### config.mk
export PLATFORM = sky130hd
export DESIGN_NAME = table_lookup_arbiter
export DESIGN_NICKNAME = d
export VERILOG_FILES = /design/src/rtl/table_lookup_arbiter.sv
export SDC_FILE = /design/constraint.sdc
export NUM_CORES = 1
export LEC_CHECK = 0
export ABC_AREA = 1
export BUFFER_PORTS_ARGS = -buffer_cell sky130_fd_sc_hd__buf_2
export CORE_MARGIN = 3
export CORE_UTILIZATION = 43
export DETAILED_ROUTE_END_ITERATION = 16
export PLACE_DENSITY = 0.76
export SYNTH_ARGS = -nofsm -noshare
export SYNTH_HDL_FRONTEND = slang
export SYNTH_SLANG_ARGS = --single-unit
### constraint.sdc
create_clock -name clk -period 1.3 [get_ports clk]
set_clock_uncertainty 0.1 [all_clocks]
set_input_delay 0.065 -clock clk [delete_from_list [all_inputs] [get_ports clk]]
set_output_delay 0.065 -clock clk [all_outputs]
set_load 0.02 [all_outputs]
### src/rtl/table_lookup_arbiter.sv
// Two-requester round-robin front end to a shared constant lookup table.
// Each requester owns a one-deep response slot; a full slot blocks only its owner.

module table_lookup_arbiter_slot #(
  parameter int DEPTH    = 3,
  parameter int VAL_BASE = 11
) (
  input  logic        clk,
  input  logic        rst,
  input  logic        i_accept,
  input  logic [15:0] i_index,
  input  logic        i_resp_ready,
  output logic        o_resp_valid,
  output logic [16:0] o_resp_data
);
  localparam logic [31:0] DEPTH_U = 32'(DEPTH);
  localparam logic [15:0] BASE_W  = 16'(VAL_BASE);
  localparam logic [16:0] NONE_W  = 17'h10000;

  logic        r_valid;
  logic [16:0] r_data;
  logic        w_hit;
  logic [15:0] w_val;

  // Zero-extend rather than truncate so large indices always miss.
  assign w_hit = {16'd0, i_index} < DEPTH_U;
  assign w_val = BASE_W + i_index;

  always_ff @(posedge clk) begin
    if (rst) begin
      r_valid <= 1'b0;
      r_data  <= NONE_W;
    end else if (i_accept) begin
      r_valid <= 1'b1;
      r_data  <= w_hit ? {1'b0, w_val} : NONE_W;
    end else if (r_valid && i_resp_ready) begin
      r_valid <= 1'b0;
      r_data  <= NONE_W;
    end
  end

  assign o_resp_valid = r_valid;
  assign o_resp_data  = r_data;
endmodule

module table_lookup_arbiter #(
  parameter int DEPTH    = 3,
  parameter int VAL_BASE = 11
) (
  input  logic        clk,
  input  logic        rst,
  input  logic        req0_valid_i,
  input  logic [15:0] req0_index_i,
  output logic        req0_ready,
  output logic        resp0_valid,
  output logic [16:0] resp0_data,
  input  logic        resp0_ready_i,
  input  logic        req1_valid_i,
  input  logic [15:0] req1_index_i,
  output logic        req1_ready,
  output logic        resp1_valid,
  output logic [16:0] resp1_data,
  input  logic        resp1_ready_i,
  output logic [15:0] grant_count
);
  localparam int NUM_REQ = 2;

  logic [NUM_REQ-1:0]       w_req_valid;
  logic [NUM_REQ-1:0][15:0] w_index;
  logic [NUM_REQ-1:0]       w_resp_ready;
  logic [NUM_REQ-1:0]       w_resp_valid;
  logic [NUM_REQ-1:0][16:0] w_resp_data;
  logic [NUM_REQ-1:0]       w_elig;
  logic [NUM_REQ-1:0]       w_gnt;

  logic        r_last_grant;
  logic [15:0] r_grant_count;

  assign w_req_valid  = {req1_valid_i, req0_valid_i};
  assign w_index      = {req1_index_i, req0_index_i};
  assign w_resp_ready = {resp1_ready_i, resp0_ready_i};

  // A requester holding an unconsumed response sits out arbitration.
  assign w_elig = w_req_valid & ~w_resp_valid & {NUM_REQ{~rst}};

  // r_last_grant == 1 means requester 1 won last, so requester 0 wins a tie.
  assign w_gnt[0] = w_elig[0] & (~w_elig[1] | r_last_grant);
  assign w_gnt[1] = w_elig[1] & (~w_elig[0] | ~r_last_grant);

  always_ff @(posedge clk) begin
    if (rst) begin
      r_last_grant  <= 1'b1;
      r_grant_count <= 16'd0;
    end else if (|w_gnt) begin
      r_last_grant  <= w_gnt[1];
      r_grant_count <= r_grant_count + 16'd1;
    end
  end

  for (genvar g = 0; g < NUM_REQ; g++) begin : g_slot
    table_lookup_arbiter_slot #(
      .DEPTH    (DEPTH),
      .VAL_BASE (VAL_BASE)
    ) u_slot (
      .clk          (clk),
      .rst          (rst),
      .i_accept     (w_gnt[g]),
      .i_index      (w_index[g]),
      .i_resp_ready (w_resp_ready[g]),
      .o_resp_valid (w_resp_valid[g]),
      .o_resp_data  (w_resp_data[g])
    );
  end

  assign req0_ready  = w_gnt[0];
  assign req1_ready  = w_gnt[1];
  assign resp0_valid = w_resp_valid[0];
  assign resp1_valid = w_resp_valid[1];
  assign resp0_data  = w_resp_data[0];
  assign resp1_data  = w_resp_data[1];
  assign grant_count = r_grant_count;
endmodule
After elaboration in Yosys (flattened, before gate mapping):

Index checks and enable logic that the tools add are counted.

* register bits after elaboration: 53
* bits in latches: 0
* RAM bits: 0
* memory bits (read-only): 0
* bits of input ports: 38
* output and inout port bits: 54
* memories: 0

* add/subtract/negate cells: 3
* $mul: 0
* divide/modulo/power cells: 0
* $lt $le $gt $ge: 2
* equality and inequality tests: 0
* shift operators: 0
* mux-type cells: 10
* bitwise operators: 11
* reduce and logical (&&, ||, !) cells: 5

Operators by type and width (count)
* two-way mux 17 bit: 6
* adder 4 x 16 -> 16 bit (first input constant): 2
* < comparator 16 x 2 -> 1 bit (second input constant): 2
* adder 16 x 1 -> 16 bit (second input constant): 1
* bitwise AND 2 bit: 2
* two-way mux 1 bit: 4
* inverter 1 bit: 4
* nonzero test 2 bit: 2
* bitwise AND 1 bit: 2
* logical AND 1 bit: 2
* inverter 2 bit: 1
* bitwise OR 1 bit: 2
* OR reduction 2 bit: 1

Depth between registers and ports, before layout:

* depth after elaboration: 7
* gate-level depth with buffers: 10

Cells and area by module:

From an unflattened synthesis, not the netlist that was laid out.

* cell total of the unflattened synthesis: 307
* area total of the unflattened synthesis: 2292.2 µm²

By module, submodules not included
* table_lookup_arbiter_slot: times used 2, cells each 86, area each 674.4 µm²
* table_lookup_arbiter: times used 1, cells each 135, area each 943.4 µm²

Worst setup path after synthesis:

No wires, ideal clock.

* path type: register -> register
* start point: register r_grant_count[3], in the netlist grant_count[3]
* end point: register r_grant_count[13], in the netlist grant_count[13]
* setup time: 0.113 ns
* arrival time: 1.332 ns
* slack: -0.245 ns
* stages on the path, launching flop included: 8
* period minus slack after synthesis: 1.545 ns
* cells stage by stage: dfxtp_1 -> nand2_1 -> nor2_1 -> nand4_1 -> nor2_1 -> nand2_1 -> nand2_1 -> nor2_1

* cells in the longest elaborated chain, start to end: 1

RTL lines
* from (decl): RTL line 77 `logic [15:0] r_grant_count;`
* from (signal assigned): RTL line 96 `r_grant_count <= r_grant_count + 16'd1;`
* adder 16 x 1 -> 16 bit: RTL line 96

No other way between the ends.
A chain may end at the register's enable or synchronous reset.

Final worst setup path:

* start point: register g_slot[1].u_slot.r_valid
* end point: output port req1_ready

* cells in the longest elaborated chain, start to end: 4

RTL lines
* from (decl): RTL line 20 `logic r_valid;`
* from (signal assigned): RTL line 31 `r_valid <= 1'b0;`
* from (signal assigned): RTL line 34 `r_valid <= 1'b1;`
* from (signal assigned): RTL line 37 `r_valid <= 1'b0;`
* inverter 2 bit: RTL line 84 `assign w_elig = w_req_valid & ~w_resp_valid & {NUM_REQ{~rst}};`
* bitwise AND 2 bit (2 in a row): RTL line 84
* bitwise AND 1 bit: RTL line 88 `assign w_gnt[1] = w_elig[1] & (~w_elig[0] | ~r_last_grant);`
* to (decl): RTL line 60 `output logic req1_ready,`

No other way between the ends.

==> metrics.yaml <==
status:
  status: "finished with violations"
  violations: "setup timing"
synth:
  ys.flop_type: "dfxtp_1"
  yosys.cell_count.top_type: "nand2_1"
  syn_avg_cell_area_um2: 7.13
  yosysTopAreaCell: "dfxtp_1"
  ys.warnings.count: 0
  synth_top_area_share_pct: 48.2
  synth_seq_area_share_pct: 48.2
  synth.area.top_cells: "dfxtp_1 (48%), nand2_1 (15%), nor2_1 (12%)"
  ys_seq_elements: 53
  async_reset_ff_share_pct: 0
  syn_nets: 352
  syn-cell-area_um2: 2200
  synth-edff-count: 0
  synth_cell_types: 24
  syn_inst: 309
  synth_commonest_cells: "nand2_1 (86), nor2_1 (68), dfxtp_1 (53)"
global_route:
  grt_use_total_pct: 20.3
  grt-ovfl-total: 0
  grtUsageMet2_pct: 37.7
  use_met3_pct: 4.52
  busiest_layer: "met2"
  antenna_found_initial: 0
  grt_pass1_wl_um: 10000
  grtUsageMet1_pct: 23.4
  grt_start_max_net_pins: 40
  grt_pass1_vias: 2284
routing:
  ant_nets: 0
  drt_iter0_markers: 105
  drcViolationCount: 0
  wl_per_cell_um: 12.1
  vias: 2416
  viasPerCell: 4.72
  firstDrtPassIters: 4
  drt-total-wl_um: 6200
clocking:
  clock_sinks: 53
  cts_buffers: 5
  insertion_delay_ps: 300
  clk_pin_slew_ps: 90
  cts_root_buffer: "clkbuf_8"
  cts_buffer_depth: 2
  tritoncts: "yes"
  h-tree-depth: 2
placed_design:
  pre_cts_ws_ps: -128
  gp_routability_congestion: 0.812
  dp.cells: 488
  io_buffer_count: 91
  dp_hpwl_um: 4200
timing:
  drv_slew: 0
  timing.final.ws_setup_ps: -106
  setup_tns_ps: -802
  tightest_slew_ps: 413
  finalHoldViolCount: 0
  fin_crit_ps: 1410
  fmaxAchievable_mhz: 711
  setup_viol: 25
  finalCritPeriodShare_pct: 108
  rsz0062_at_grt: "yes"
  max-slew-margin-rel_pct: 72.4
critical_path:
  crit_path_end_kind: "primary output"
  required_ps: 1130
  critPathKind: "flop to primary output"
  rrSetupSlack_ps: -80
  path_max_fanout: 3
  crit_arrival_ps: 1240
  cp-start-kind: "flop"
  r2r_cells: 9
floorplan:
  core_um2: 4850
  io_pins: 92
  rows: 25
  fp.dieArea_um2: 6020
  die_y_um: 77.6
  die_w_um: 77.6
  start_util_pct: 45.4
power_and_ir_drop:
  swShare_pct: 27.0
  p_leak_nw: 1.64
  p_per_area_nw_per_um2: 891
  p_sw_mw: 0.824
  peakVddDrop_v: 0.000624
  intPower_mw: 2.23
  pwr-share-seq_pct: 54.4
  clock_power_share_pct: 30.3
  p_comb_share_pct: 15.3
final_layout:
  drive_gt1_share_pct: 47.4
  area_delta_synth_final_pct: 55.9
  fin_util_pct: 70.8
  instances_no_fill: 512
  diodes: 0
  finalNetCount: 487
min_path:
  hold_path_depth: 4
  hold_path_class: "primary input to flop"
flow_run:
  cap_violations: 0
-- per-stage QoR --
step / hold slack (ps) / power (mW) / cell area [um2]
final: 10.6 / 3.06 / 3430
after global routing: 20.4 / 3.20 / 3430
after CTS: 3.68 / 3.03 / 3200
after detailed placement: 282 / 2.06 / 2980
after global placement: 272 / 2.05 / 2980
after floorplan: 151 / 1.90 / 2260
-- power groups by stage --
stage	clock network (mW)	logic [mW]	registers, mW
5_1_grt	1.01	0.517	1.67
6_report	0.926	0.469	1.66
3_5_place_dp	0	0.364	1.70
4_1_cts	0.960	0.411	1.66
3_3_place_gp	0	0.358	1.70
2_1_floorplan	0	0.181	1.72
-- critical path: stages (launching register included) --
cell,delay (ps)
dfxtp_4,360
nand3b_1,200
buf_6,150
nor2_4,90
buf_6,130
-- registers in the layout, summed over array words and instances, names as in the netlist --
signal,count
g_slot.u_slot.o_resp_data,34
r_last_grant,1
grant_count,16
g_slot.u_slot.o_resp_valid,2
-- what timing repair did --
action	in CTS	in global routing
endpoints found under the hold margin	4	0
setup endpoints to repair	31	52
cloned	2	0
pin swaps	3	10
resized for setup	11	67
hold buffers	4	0
setup buffers	4	6
-- per-layer routing --
layer	up-vias	part of all wire (%)
li1	1240	-
met1	1090	40
met2	76	52
met3	10	6.7
met4	0	1.6
met5	-	0
-- kinds of logic (layout without fill, tap and decap cells) --
kind of cell	Yosys count	in the layout	share of synthesized area, %
XOR/XNOR	2	2	0.796
adder cells (fa/ha/maj)	5	5	2.84
buffers and inverters	38	174	6.99
flip-flops	53	53	48.2
AND/OR/NAND/NOR	177	177	32.6
AO/OA/AOI/OAI	34	34	8.58
-- final cells by class --
class / count / area, um2
clock buffers: 5 / 68.8
clock inverters: 3 / 22.5
fillers: 399 / 1420
inverters: 30 / 118
multi-input cells: 218 / 1190
flip-flops and latches: 53 / 1090
well taps: 67 / 83.8
repair buffers: 134 / 843
repair inverters: 2 / 15.0
-- cell usage in the layout (no fill, tap or decap), drive strengths merged --
master / count
buf: 130
nand2: 86
nor2: 70
dfxtp: 53
inv: 30
a21oi: 20
o21ai: 10
nand3: 9
nand4: 7
clkbuf: 5
ha: 5
dlygate4sd3: 4
nor3: 3
clkinv: 3
a31oi: 2
xnor2: 2
clkinvlp: 2
nand3b: 1
o21a: 1
nor2b: 1
o21bai: 1
-- path summary, 6_finish.rpt --
| kind | start | to |
|---|---|---|
| max | g_slot[1].u_slot.o_resp_valid$_SDFFE_PP0P_ | req1_ready |
| min | resp1_ready_i | g_slot[1].u_slot.o_resp_valid$_SDFFE_PP0P_ |
| max reg2reg | g_slot[1].u_slot.o_resp_valid$_SDFFE_PP0P_ | grant_count[8]$_SDFFE_PP0P_ |
| min reg2reg | g_slot[0].u_slot.o_resp_data[6]$_SDFFE_PP0P_ | g_slot[0].u_slot.o_resp_data[6]$_SDFFE_PP0P_ |
Note: power is estimated with default switching activity, not from simulation.
